[src/rtl/dma_engine_if.sv]
// dma_engine_if: groups the CPU command/stall signals and the SRAM/DRAM buses of the DMA engine.
//   master : the DMA engine (drives memory requests, write data and stall)
//   slave  : the surrounding system (CPU command, SRAM array, DRAM controller)
//   dmaCmd/dmaSrcAddress/dmaDstAddress/dmaWidth : one-cycle transfer command from the CPU
//   sram*  : SRAM word port; sramReadData is a combinational read of sramAddress
//   dram*  : DRAM byte-addressed request port; dramValid completes the current request
//   stall  : high while a transfer is in progress
interface dma_engine_if #(
    parameter int unsigned SRAM_AW = 14,
    parameter int unsigned WIDTH_W = 10
);
    logic [1:0]         dmaCmd;
    logic [31:0]        dmaSrcAddress;
    logic [31:0]        dmaDstAddress;
    logic [WIDTH_W-1:0] dmaWidth;
    logic               stall;

    logic [SRAM_AW-1:0] sramAddress;
    logic [31:0]        sramWriteData;
    logic               sramWriteEnable;
    logic [31:0]        sramReadData;

    logic [31:0]        dramAddress;
    logic [31:0]        dramWriteData;
    logic               dramWriteEnable;
    logic               dramReadEnable;
    logic [31:0]        dramReadData;
    logic               dramValid;

    modport master (
        input  dmaCmd, dmaSrcAddress, dmaDstAddress, dmaWidth, sramReadData, dramReadData,
               dramValid,
        output stall, sramAddress, sramWriteData, sramWriteEnable, dramAddress, dramWriteData,
               dramWriteEnable, dramReadEnable
    );

    modport slave (
        output dmaCmd, dmaSrcAddress, dmaDstAddress, dmaWidth, sramReadData, dramReadData,
               dramValid,
        input  stall, sramAddress, sramWriteData, sramWriteEnable, dramAddress, dramWriteData,
               dramWriteEnable, dramReadEnable
    );
endinterface

[src/rtl/dma_engine.sv]
// dma_engine: word-granular DMA between DRAM and the on-chip data SRAM.
// A one-cycle dmaCmd (01 = DRAM->SRAM, 10 = SRAM->DRAM) with non-zero dmaWidth starts a transfer of
// dmaWidth 32-bit words; stall is held high (registered) until the last word has moved.
// Ports:
//   clk   : clock
//   reset : asynchronous, active-high; aborts any transfer and zeroes all outputs
//   bus   : dma_engine_if.master (command, stall, SRAM port, DRAM request port)
module dma_engine #(
    parameter int unsigned SRAM_AW = 14,
    parameter int unsigned WIDTH_W = 10
) (
    input logic          clk,
    input logic          reset,
    dma_engine_if.master bus
);
    typedef enum logic [1:0] {Idle, RdDram, WrSram, S2dWr} state_t;

    state_t             state;
    logic [31:0]        srcAddr;
    logic [31:0]        dstAddr;
    logic [WIDTH_W-1:0] width;
    logic [WIDTH_W-1:0] cnt;

    logic [SRAM_AW-1:0] sramAddressReg;
    logic [31:0]        sramWriteDataReg;
    logic               sramWriteEnableReg;
    logic [31:0]        dramAddressReg;
    logic               dramReadEnableReg;
    logic               dramWriteEnableReg;
    logic               stallReg;

    logic [WIDTH_W-1:0] cntNext;
    logic [31:0]        offCur;
    logic [31:0]        offNext;
    logic [31:0]        srcNext;
    logic [31:0]        dstSel;
    logic               lastWord;

    assign cntNext  = cnt + WIDTH_W'(1);
    assign offCur   = 32'({cnt, 2'b00});
    assign offNext  = 32'({cntNext, 2'b00});
    assign srcNext  = srcAddr + offNext;
    // In RdDram the SRAM write address for the current word is needed; in S2dWr the DRAM address
    // of the following word. One adder serves both.
    assign dstSel   = dstAddr + ((state == RdDram) ? offCur : offNext);
    assign lastWord = (cntNext == width);

    assign bus.sramAddress     = sramAddressReg;
    assign bus.sramWriteData   = sramWriteDataReg;
    assign bus.sramWriteEnable = sramWriteEnableReg;
    assign bus.dramAddress     = dramAddressReg;
    assign bus.dramReadEnable  = dramReadEnableReg;
    assign bus.dramWriteEnable = dramWriteEnableReg;
    assign bus.stall           = stallReg;
    // SRAM read is combinational, so the word being written to DRAM follows sramAddress directly.
    assign bus.dramWriteData   = (state == S2dWr) ? bus.sramReadData : 32'h0;

    always_ff @(posedge clk or posedge reset) begin
        if (reset) begin
            state              <= Idle;
            srcAddr            <= '0;
            dstAddr            <= '0;
            width              <= '0;
            cnt                <= '0;
            sramAddressReg     <= '0;
            sramWriteDataReg   <= '0;
            sramWriteEnableReg <= 1'b0;
            dramAddressReg     <= '0;
            dramReadEnableReg  <= 1'b0;
            dramWriteEnableReg <= 1'b0;
            stallReg           <= 1'b0;
        end else begin
            unique case (state)
                Idle: begin
                    if ((bus.dmaCmd == 2'b01 || bus.dmaCmd == 2'b10) && bus.dmaWidth != '0) begin
                        srcAddr  <= bus.dmaSrcAddress;
                        dstAddr  <= bus.dmaDstAddress;
                        width    <= bus.dmaWidth;
                        cnt      <= '0;
                        stallReg <= 1'b1;
                        if (bus.dmaCmd == 2'b01) begin
                            state             <= RdDram;
                            dramReadEnableReg <= 1'b1;
                            dramAddressReg    <= bus.dmaSrcAddress;
                        end else begin
                            state              <= S2dWr;
                            sramAddressReg     <= bus.dmaSrcAddress[SRAM_AW+1:2];
                            dramWriteEnableReg <= 1'b1;
                            dramAddressReg     <= bus.dmaDstAddress;
                        end
                    end
                end
                RdDram: begin
                    if (bus.dramValid) begin
                        state              <= WrSram;
                        dramReadEnableReg  <= 1'b0;
                        dramAddressReg     <= '0;
                        sramWriteEnableReg <= 1'b1;
                        sramAddressReg     <= dstSel[SRAM_AW+1:2];
                        sramWriteDataReg   <= bus.dramReadData;
                    end
                end
                WrSram: begin
                    sramWriteEnableReg <= 1'b0;
                    sramAddressReg     <= '0;
                    sramWriteDataReg   <= '0;
                    cnt                <= cntNext;
                    if (lastWord) begin
                        state    <= Idle;
                        stallReg <= 1'b0;
                    end else begin
                        state             <= RdDram;
                        dramReadEnableReg <= 1'b1;
                        dramAddressReg    <= srcNext;
                    end
                end
                S2dWr: begin
                    if (bus.dramValid) begin
                        cnt <= cntNext;
                        if (lastWord) begin
                            state              <= Idle;
                            stallReg           <= 1'b0;
                            dramWriteEnableReg <= 1'b0;
                            dramAddressReg     <= '0;
                            sramAddressReg     <= '0;
                        end else begin
                            sramAddressReg <= srcNext[SRAM_AW+1:2];
                            dramAddressReg <= dstSel;
                        end
                    end
                end
                default: state <= Idle;
            endcase
        end
    end
endmodule

[src/flat_wrapper.sv]
// flat-port wrapper written by rule: the top's interface ports become plain ports
module dma_engine_flat 
#(
    parameter int unsigned SRAM_AW = 14,
    parameter int unsigned WIDTH_W = 10
)
  (clk, reset, bus_dmaCmd, bus_dmaSrcAddress, bus_dmaDstAddress, bus_dmaWidth, bus_sramReadData, bus_dramReadData, bus_dramValid, bus_stall, bus_sramAddress, bus_sramWriteData, bus_sramWriteEnable, bus_dramAddress, bus_dramWriteData, bus_dramWriteEnable, bus_dramReadEnable);
  dma_engine_if #(.SRAM_AW(SRAM_AW), .WIDTH_W(WIDTH_W)) bus_i ();
  input logic clk;
  input logic reset;
  input wire logic [$bits(bus_i.dmaCmd)-1:0] bus_dmaCmd;
  input wire logic [$bits(bus_i.dmaSrcAddress)-1:0] bus_dmaSrcAddress;
  input wire logic [$bits(bus_i.dmaDstAddress)-1:0] bus_dmaDstAddress;
  input wire logic [$bits(bus_i.dmaWidth)-1:0] bus_dmaWidth;
  input wire logic [$bits(bus_i.sramReadData)-1:0] bus_sramReadData;
  input wire logic [$bits(bus_i.dramReadData)-1:0] bus_dramReadData;
  input wire logic [$bits(bus_i.dramValid)-1:0] bus_dramValid;
  output wire logic [$bits(bus_i.stall)-1:0] bus_stall;
  output wire logic [$bits(bus_i.sramAddress)-1:0] bus_sramAddress;
  output wire logic [$bits(bus_i.sramWriteData)-1:0] bus_sramWriteData;
  output wire logic [$bits(bus_i.sramWriteEnable)-1:0] bus_sramWriteEnable;
  output wire logic [$bits(bus_i.dramAddress)-1:0] bus_dramAddress;
  output wire logic [$bits(bus_i.dramWriteData)-1:0] bus_dramWriteData;
  output wire logic [$bits(bus_i.dramWriteEnable)-1:0] bus_dramWriteEnable;
  output wire logic [$bits(bus_i.dramReadEnable)-1:0] bus_dramReadEnable;
  assign bus_i.dmaCmd = bus_dmaCmd;
  assign bus_i.dmaSrcAddress = bus_dmaSrcAddress;
  assign bus_i.dmaDstAddress = bus_dmaDstAddress;
  assign bus_i.dmaWidth = bus_dmaWidth;
  assign bus_i.sramReadData = bus_sramReadData;
  assign bus_i.dramReadData = bus_dramReadData;
  assign bus_i.dramValid = bus_dramValid;
  assign bus_stall = bus_i.stall;
  assign bus_sramAddress = bus_i.sramAddress;
  assign bus_sramWriteData = bus_i.sramWriteData;
  assign bus_sramWriteEnable = bus_i.sramWriteEnable;
  assign bus_dramAddress = bus_i.dramAddress;
  assign bus_dramWriteData = bus_i.dramWriteData;
  assign bus_dramWriteEnable = bus_i.dramWriteEnable;
  assign bus_dramReadEnable = bus_i.dramReadEnable;
  dma_engine #(.SRAM_AW(SRAM_AW), .WIDTH_W(WIDTH_W)) u_core (.clk(clk), .reset(reset), .bus(bus_i));
endmodule
[config.mk]
export PLATFORM = sky130hd
export DESIGN_NAME = dma_engine_flat
export DESIGN_NICKNAME = d
export VERILOG_FILES = /design/src/rtl/dma_engine_if.sv /design/src/rtl/dma_engine.sv /design/src/flat_wrapper.sv
export SDC_FILE = /design/constraint.sdc
export NUM_CORES = 1
export LEC_CHECK = 0
export ABC_AREA = 1
export CORE_ASPECT_RATIO = 0.7
export CORE_UTILIZATION = 51
export CTS_CLUSTER_SIZE = 30
export DETAILED_ROUTE_END_ITERATION = 8
export GPL_ROUTABILITY_DRIVEN = 0
export GPL_TIMING_DRIVEN = 0
export HOLD_SLACK_MARGIN = 0.1
export PLACE_DENSITY = 0.82
export SLEW_MARGIN = 40
export SYNTH_ARGS = -nofsm -noshare
export SYNTH_HDL_FRONTEND = slang
export SYNTH_SLANG_ARGS = --single-unit
[constraint.sdc]
create_clock -name clk -period 8.4 [get_ports clk]
set_clock_uncertainty 0.05 [all_clocks]
set_input_delay 2.52 -clock clk [delete_from_list [all_inputs] [get_ports clk]]
set_output_delay 2.52 -clock clk [all_outputs]
set_load 0.005 [all_outputs]
==> impl_metrics.yaml, run 1 <==
outcome:
  status: "complete, no violations"
timing:
  hold_viol_final: 0
  finalMaxSlewViolations: 0
  max_freq_ghz: 0.161
  finalCritPeriodShare_pct: 74.2
  period_needed_ns: 6.23
  whs_ns: 0.440
  fin_ws_ns: 2.17
  max_slew_margin_pct: 43.5
  setup_viol: 0
  worst_slew_pin_slew_ns: 0.847
  rsz0062_at_grt: "false"
yosys:
  syn-num-nets: 1744
  yosys_warnings: 0
  ys_seq_area_share_pct: 38.7
  synth_area_sq_um: 10900
  netlist_instances: 1576
  synth_area_per_cell_sq_um: 6.89
  ys_types: 36
  synth-seq-cells: 168
floorplanning:
  dieHeight_um: 124
  initial_core_util_pct: 52.2
  die_x_um: 176
  rows: 44
  pin_count: 257
  coreArea_sq_um: 20800
  die_area_sq_um: 21900
global_route:
  grt_max_degree: 76
  grt.overflow.total: 0
  antenna_found_initial: 1
  grt_pass1_vias: 11200
  grt_pass1_wl_mm: 58.5
  grtUsageTotal_pct: 35.4
routing:
  viasPerCell: 5.60
  wirelength_mm: 37.9
  first_pass_iters: 6
  ant_nets: 0
  drc_errors: 0
  num_vias: 12000
  drt_iter0_markers: 1491
  wl_per_cell_um: 17.7
setup_path:
  critPathKind: "input pin to output pin"
  r2r_start: "u_core.state[0]"
  worstPathCellList: "clkdlybuf4s50_1 -> inv_1 -> nor2_1 -> clkdlybuf4s50_1"
  path_common_cell: "clkdlybuf4s50_1"
  worst_setup_path_end_kind: "output pin"
  critPathLaunchType: "input pin"
  cp-startpoint: "bus_sramReadData[11]"
  arrival_ns: 3.66
  max_stage_delay_ns: 0.51
  cp_data_required_time_ns: 5.83
  crit_slowest_cell: "clkdlybuf4s50_1"
  path_max_fanout: 1
place:
  dpl_worst_slack_ns: 2.15
  dp_hpwl_mm: 30.0
  placed_cell_area_sq_um: 13800
  place_inst: 2110
  portBuffers: 256
power:
  p_switching_mw: 1.62
  p_sw_share_pct: 40.9
  power.internal_mw: 2.34
  p_total_mw: 3.95
  power_density_nw_per_um2: 274
  p_comb_share_pct: 46.4
  power_frac_clock_pct: 20.1
  ir_worst_vdd_mv: 0.157
  leakage_nw: 7.21
  p_seq_share_pct: 33.5
worst_hold_path:
  hold_path.class: "flop to flop"
  hp-start: "u_core.bus.sramAddress[1]"
cells_and_area:
  fin_nets: 2021
  fin_cells: 2142
  fin_area_sq_um: 14400
  syn2layout_area_growth_pct: 32.7
  antenna_cells: 0
  drive_gt1_share_pct: 5.68
clock_network:
  clk_path_buf_depth: 2
  hold_buffers: 0
  ctsHtreeMaxLevel: 4
  cts_root_buf: "clkbuf_16"
  post-cts-setup-buffer-count: 0
  numCtsBuffers: 17
  clkLatencyLatePin_ns: 0.45
  clkSinkCount: 168
  cts-resized-gates: 0
  clkSlewWorstSetupHoldPaths_ns: 0.07
  cts_tree: "done"
flow_run:
  maxCapViolations: 0
per-stage QoR:
step / utilization [%] / setup TNS (ns)
2_1_floorplan: - / 0
3_3_place_gp: 66.1 / -156.98
3_5_place_dp: 66.4 / 0
4_1_cts: 69.2 / 0
5_1_grt: 69.2 / 0
6_report: 69.2 / 0
placed cells by master (no fill, tap or decap), types with 4 or more instances in the layout:
cell / Yosys / layout
nand2_1: 418 / 418
clkdlybuf4s50_1: 0 / 256
inv_1: 222 / 221
nor2_1: 211 / 211
dfrtp_1: 168 / 168
nand3_1: 150 / 150
o21ai_0: 80 / 79
a21oi_1: 58 / 58
clkbuf_1: 33 / 33
a22oi_1: 32 / 32
mux2_2: 27 / 27
xor2_1: 23 / 23
ha_1: 23 / 23
nand4_1: 21 / 21
nor3_1: 17 / 17
clkbuf_16: 0 / 17
buf_1: 12 / 12
buf_2: 8 / 8
nand3_2: 8 / 8
nor2_2: 7 / 7
o21ai_1: 6 / 7
xnor2_1: 6 / 6
o22ai_1: 6 / 6
or2_2: 6 / 6
inv_8: 0 / 6
buf_6: 5 / 5
nand2_2: 4 / 4
inv_2: 4 / 4
nand3b_1: 4 / 4
inv_6: 0 / 4
final cells by class:
class	count	area (sq um)
Inverter	228	863
Clock inverter	15	158
Timing Repair Buffer	258	2620
Sequential cell	168	4200
Tap cell	276	345
Clock buffer	17	425
Buffer	58	265
Multi-Input combinational cell	1122	5530
Fill cell	1758	6400
worst max-delay path: cells and delay by family:
kind	cells	cell delay (ns)
simple gates	1	0.09
buf+inv	3	1.05
path summary, 6_finish.rpt:
| check | cells after the start | slack [ns] | end |
|---|---|---|---|
| min in group asynchronous | 2 | 2.37 | u_core.bus.sramWriteData[19] |
| worst min-delay path | 2 | 0.44 | u_core.bus.sramAddress[1] |
| max in group asynchronous | 3 | 5.30 | u_core.dstAddr[16] |
| worst min register to register | 2 | 0.44 | u_core.bus.sramAddress[1] |
| worst max-delay path | 4 | 2.17 | bus_dramWriteData[11] |
| worst max register to register | 18 | 4.35 | u_core.bus.dramAddress[18] |
cell families after synthesis:
kind of cell	share of synthesized area (%)
flip-flops	38.7
XOR/XNOR	2.34
multiplexers	2.80
buffers and inverters	10.3
AND/OR/NAND/NOR	33.2
adder cells (fa/ha/maj)	3.02
AO/OA/AOI/OAI	9.60
metal layers:
| metal | wire, um | GRT usage (%) | up-vias |
|---|---|---|---|
| li1 | - | - | 5561 |
| met5 | 0 | 0 | - |
| met2 | 15900 | 52.8 | 834 |
| met1 | 14900 | 46.0 | 5490 |
| met4 | 1110 | 11.7 | 0 |
| met3 | 5930 | 15.3 | 106 |
flip-flops by register name, indices dropped and copies added (netlist names):
signal	cells
u_core.width	10
u_core.bus.dramAddress	32
u_core.bus.sramWriteEnable	1
u_core.bus.dramWriteEnable	1
u_core.state	2
u_core.bus.stall	1
u_core.dstAddr	32
u_core.srcAddr	32
u_core.bus.dramReadEnable	1
u_core.bus.sramWriteData	32
u_core.bus.sramAddress	14
u_core.cnt	10
power by group through the flow:
stage / combinational (mW) / clock, mW / sequential (mW)
CTS: 1.79 / 0.801 / 1.31
finish: 1.83 / 0.795 / 1.32
global route: 2.03 / 0.834 / 1.35
global placement: 1.73 / 0 / 1.31
detailed placement: 1.79 / 0 / 1.33
floorplan: 1.00 / 0 / 1.29
synthesized netlist by cell type:
library cell,n,area (sq um)
xnor2_1,6,52.6
nor2_4,1,11.3
inv_2,4,15.0
nand3b_1,4,30.0
o21ai_1,6,30.0
a31oi_1,1,6.26
nor2_2,7,43.8
buf_6,5,56.3
a21boi_0,1,7.51
and2_1,2,12.5
nand3_2,8,80.1
o21ai_0,80,400
nand3_1,150,751
o21bai_1,2,15.0
nand2_1,418,1570
nor4_1,3,18.8
buf_1,12,45.0
fa_1,2,40.0
inv_1,222,833
a21oi_1,58,290
nand4_1,21,131
nor3_1,17,85.1
mux2_2,27,304
clkbuf_1,33,124
nand4_2,1,12.5
ha_1,23,288
clkinv_1,2,7.51
a22oi_1,32,240
nor2_1,211,792
dfrtp_1,168,4200
or2_2,6,37.5
o22ai_1,6,37.5
nand2_2,4,25.0
buf_2,8,40.0
xor2_1,23,201
a21o_1,2,15.0
Power figures use the tool's default switching activity.
==> inputs of run 2 (changes only) <==
CORE_UTILIZATION = 46   (was 51)
PLACE_DENSITY = 0.78   (was 0.82)
clock period = 5.35 ns   (was 8.4 ns; I/O delays follow)
==> run 2 against run 1 <==
- die area grew 11%
- register-to-register slack lost 3.1 ns
- hold slack worse by 0.0049 ns
- flip-flop and latch count unchanged
- critical path type unchanged
- clock-buffer cell count unchanged
- sequential share of layout area fell by 0.40 points
- via count fell by 0.85%
- first-iteration DRC count rose by 13%
==> impl_metrics.yaml, run 2 (synthesis results as in run 1) <==
outcome:
  status: "complete, no violations"
routing:
  wl_met1_mm: 15.4
  wl_per_cell_um: 17.6
  num_vias: 11900
  drt_iter0_markers: 1686
  wirelength_mm: 38.4
  drc_errors: 0
  viasPerCell: 5.44
  first_pass_iters: 7
  ant_nets: 0
  highest_layer: "met5"
  dr_wl_met2_mm: 16.1
  wl_met3_mm: 5.62
clock_network:
  clkSinkCount: 168
  ctsHtreeMaxLevel: 4
  clkSlewWorstSetupHoldPaths_ns: 0.08
  hold_buffers: 0
  cts_tree: "done"
  cts_root_buf: "clkbuf_16"
  cts-resized-gates: 0
  post-cts-setup-buffer-count: 0
  numCtsBuffers: 17
  clkLatencyLatePin_ns: 0.45
  clk_path_buf_depth: 2
global_route:
  grt.overflow.total: 0
  grt_pass1_wl_mm: 58.9
  grt_pass1_vias: 11100
  grt_max_degree: 24
  antenna_found_initial: 1
  grtUsageTotal_pct: 32.1
cells_and_area:
  mostFrequentLayoutCells: "nand2_1, clkdlybuf4s50_1, inv_1"
  fin_area_sq_um: 14600
  mostFrequentLayoutCell: "nand2_1"
  syn2layout_area_growth_pct: 34.6
  antenna_cells: 0
  final_core_util_pct: 63.8
  fin_cells: 2184
  fin_nets: 2027
  drive_gt1_share_pct: 5.98
timing:
  max_freq_ghz: 0.226
  finalMaxSlewViolations: 0
  finalCritPeriodShare_pct: 82.6
  hold_viol_final: 0
  whs_ns: 0.435
  setup_tns_ns: 0
  max_slew_margin_pct: 50.2
  setup_viol: 0
  period_needed_ns: 4.42
  worst_slew_pin_slew_ns: 0.746
  rsz0062_at_grt: "false"
power:
  leakage_nw: 7.29
  power_density_nw_per_um2: 428
  ir_worst_vdd_mv: 0.224
place:
  portBuffers: 256
  place_inst: 2152
  placed_cell_area_sq_um: 14000
  dp_hpwl_mm: 30.7
floorplanning:
  die_area_sq_um: 24200
  initial_core_util_pct: 47.4
  coreArea_sq_um: 22900
  die_x_um: 186
  dieHeight_um: 131
  rows: 46
  pin_count: 257
flow_run:
  maxCapViolations: 0
worst_hold_path:
  hold_path.class: "flop to flop"
setup_path:
  worst_setup_path_end_kind: "output pin"
  critPathLaunchType: "input pin"
  critPathKind: "input pin to output pin"
  cp_data_required_time_ns: 3.70
  arrival_ns: 2.77
  path_max_fanout: 1
==> run 2: path summary, 6_finish.rpt <==
| path | startpoint | to | slack, ns | cells after the start |
|---|---|---|---|---|
| worst max-delay path | bus_sramReadData[0] | bus_dramWriteData[0] | 0.93 | 4 |
| worst min-delay path | u_core.bus.sramAddress[4] | u_core.bus.sramAddress[4] | 0.44 | 2 |
| min in group asynchronous | reset | u_core.bus.dramAddress[4] | 1.40 | 2 |
| worst min register to register | u_core.bus.sramAddress[4] | u_core.bus.sramAddress[4] | 0.44 | 2 |
| worst max register to register | u_core.state[0] | u_core.bus.dramAddress[18] | 1.26 | 18 |
| max in group asynchronous | reset | u_core.dstAddr[29] | 3.07 | 5 |
==> run 2: power breakdown <==
part	total [mW]	leakage [nW]	internal, mW	switching (mW)
clock network	1.26	0.294	0.633	0.631
registers	2.07	2.03	1.72	0.355
logic	2.92	4.97	1.30	1.62
total	6.26	7.29	3.65	2.60
==> run 2: per-stage QoR <==
stage	setup WS, ns	power [mW]
5_1_grt	0.872	6.65
3_3_place_gp	0.122	4.80
6_report	0.928	6.26
2_1_floorplan	1.55	3.59
4_1_cts	0.920	6.18
3_5_place_dp	0.932	4.91
==> run 2: critical path, cell delays in order <==
cell	delay (ns)
clkdlybuf4s50_1	0.45
inv_1	0.04
nor2_1	0.14
clkdlybuf4s50_1	0.53
==> run 2: per-layer routing <==
| metal | vias up | track usage (%) |
|---|---|---|
| met4 | 2 | 11.8 |
| li1 | 5581 | - |
| met5 | - | 2.40 |
| met3 | 118 | 11.5 |
| met1 | 5389 | 42.7 |
| met2 | 799 | 47.9 |
==> run 2: layout make-up <==
| class | count | area (sq um) |
|---|---|---|
| fill | 2022 | 8300 |
| multi-input combinational | 1122 | 5530 |
| sequential | 168 | 4200 |
| timing repair buffer | 264 | 2760 |
| inverter | 228 | 860 |
| clock buffer | 17 | 425 |
| tap | 312 | 390 |
| buffer | 58 | 265 |
| clock inverter | 15 | 176 |
==> inputs of run 3 (changes only) <==
clock period = 3.7 ns   (was 5.35 ns; I/O delays follow)
==> run 3 against run 2 <==
- sequential share of layout area barely moved
- core utilization is 0.076 points higher
- flip-flop and latch count unchanged
- sequential power rose by 45%
- largest power group unchanged
- first-iteration DRC count shrank 4.6%
- clock-buffer cell count did not move
==> impl_metrics.yaml, run 3 (synthesis results as in run 1) <==
place:
  place_inst: 2152
  placed_cell_area_sq_um: 14000
  dp_hpwl_mm: 30.7
  portBuffers: 256
  dpl_worst_slack_ns: -0.140
clock_network:
  clkSlewWorstSetupHoldPaths_ns: 0.08
  ctsHtreeMaxLevel: 4
  post-cts-setup-buffer-count: 0
  numCtsBuffers: 17
  cts-resized-gates: 2
  cts_tree: "done"
  cts_root_buf: "clkbuf_16"
  clkLatencyLatePin_ns: 0.45
  clk_path_buf_depth: 2
  hold_buffers: 0
  clkSinkCount: 168
timing:
  worst_slew_pin_slew_ns: 0.735
  rsz0062_at_grt: "false"
  finalMaxSlewViolations: 0
  max_slew_margin_pct: 51.0
  finalCritPeriodShare_pct: 96.5
  fin_ws_ns: 0.129
  setup_viol: 0
  hold_viol_final: 0
  max_freq_ghz: 0.280
  period_needed_ns: 3.57
  whs_ns: 0.437
routing:
  drt_iter0_markers: 1608
  wl_per_cell_um: 17.6
  num_vias: 12000
  wirelength_mm: 38.4
  ant_nets: 0
  first_pass_iters: 7
  drc_errors: 0
  viasPerCell: 5.49
setup_path:
  crit_slowest_cell: "fa_1"
  reg2reg_slack_ns: 0.13
  worstPathCellList: "buf_2 -> inv_1 -> nor2_2 -> buf_4 -> xor2_1 -> ha_1 -> fa_1 -> nand2_1 -> nand3_1 -> nand3_1 -> nand2_1 -> nand2_1 -> o21ai_0 -> xor2_1 -> nand3_1 -> nand2_1 -> nor2_1 -> nor2_1"
  reg2regPathDepth: 18
  cp_data_required_time_ns: 3.96
  critPathKind: "flop to flop"
  worst_setup_path_end_kind: "flop"
  path_common_cell: "nand2_1"
  path_max_fanout: 10
  cp-startpoint: "u_core.state[0]"
  arrival_ns: 3.84
  max_stage_delay_ns: 0.46
  r2r_end: "u_core.bus.dramAddress[18]"
  critPathLaunchType: "flop"
  r2r_start: "u_core.state[0]"
floorplanning:
  die_x_um: 186
  initial_core_util_pct: 47.4
  rows: 46
  pin_count: 257
  die_area_sq_um: 24200
  coreArea_sq_um: 22900
  dieHeight_um: 131
outcome:
  status: "complete, no violations"
worst_hold_path:
  hp-start: "u_core.bus.sramAddress[4]"
  min_to: "u_core.bus.sramAddress[4]"
  hold_path.class: "flop to flop"
  min_path_cells: 2
power:
  ir_worst_vdd_mv: 0.327
  p_total_mw: 9.06
  power_density_nw_per_um2: 619
  leakage_nw: 7.30
cells_and_area:
  regArea_sq_um: 4200
  multi_input_area_sq_um: 5540
  fin_nets: 2027
  fin_area_sq_um: 14600
  drive_gt1_share_pct: 6.20
  fillers: 2018
  fin_cells: 2184
  mostFrequentLayoutCell: "nand2_1"
  antenna_cells: 0
  syn2layout_area_growth_pct: 34.8
  mostFrequentLayoutCells: "nand2_1, clkdlybuf4s50_1, inv_1"
global_route:
  grt_pass1_vias: 11100
  grt_pass1_wl_mm: 58.9
  grt.overflow.total: 0
  grtUsageTotal_pct: 32.1
  grt_max_degree: 24
  antenna_found_initial: 1
flow_run:
  maxCapViolations: 0
## run 3: cell types whose count changed in the layout (fill, tap and decap cells not counted), sizes merged
cell,previous run,this run
clkbuf,50,49
buf,33,34
## run 3: how the worst max path moves through the flow
stage | to | depth (start not counted)
after floorplan | u_core.bus.dramAddress[0] | 1
after global placement | u_core.dstAddr[21] | 2
after detailed placement | u_core.bus.dramAddress[18] | 18
after CTS | u_core.bus.dramAddress[18] | 18
after global routing | u_core.bus.sramAddress[11] | 19
final | u_core.bus.dramAddress[18] | 18
## run 3: worst max-delay path, delay by kind of cell, from the launching register on
| kind | cells | cell delay [ns] |
|---|---|---|
| compound gates | 1 | 0.18 |
| xor+xnor | 2 | 0.36 |
| fa+ha+maj | 2 | 0.75 |
| buf+inv | 3 | 0.61 |
| flops | 1 | 0.36 |
| simple gates | 10 | 1.12 |
## run 3: routing by layer
layer / global-route usage [%] / vias up / wire [um]
met4: 11.8 / 2 / 1280
met5: 2.40 / - / 77
li1: - / 5576 / -
met3: 11.5 / 107 / 5770
met1: 42.7 / 5468 / 15300
met2: 47.9 / 848 / 16000
## run 3: final cells by class
| class | instances | area share [%] |
|---|---|---|
| Clock inverter | 15 | 1.21 |
| Buffer | 58 | 1.86 |
| Sequential cell | 168 | 28.7 |
| Inverter | 228 | 5.88 |
| Multi-Input combinational cell | 1122 | 37.9 |
| Timing Repair Buffer | 264 | 18.9 |
| Clock buffer | 17 | 2.91 |
| Tap cell | 312 | 2.67 |
## run 3: report_power, final
part	switching, mW	internal [mW]
clock network	0.906	0.915
registers	0.516	2.48
logic	2.36	1.88
total	3.78	5.28
## run 3: per-stage QoR
stage / utilization [%] / TNS, ns
finish: 63.9 / 0
global route: 63.9 / 0
CTS: 63.8 / 0
detailed placement: 61.1 / -0.834
global placement: 60.3 / -170.93
floorplan: - / 0
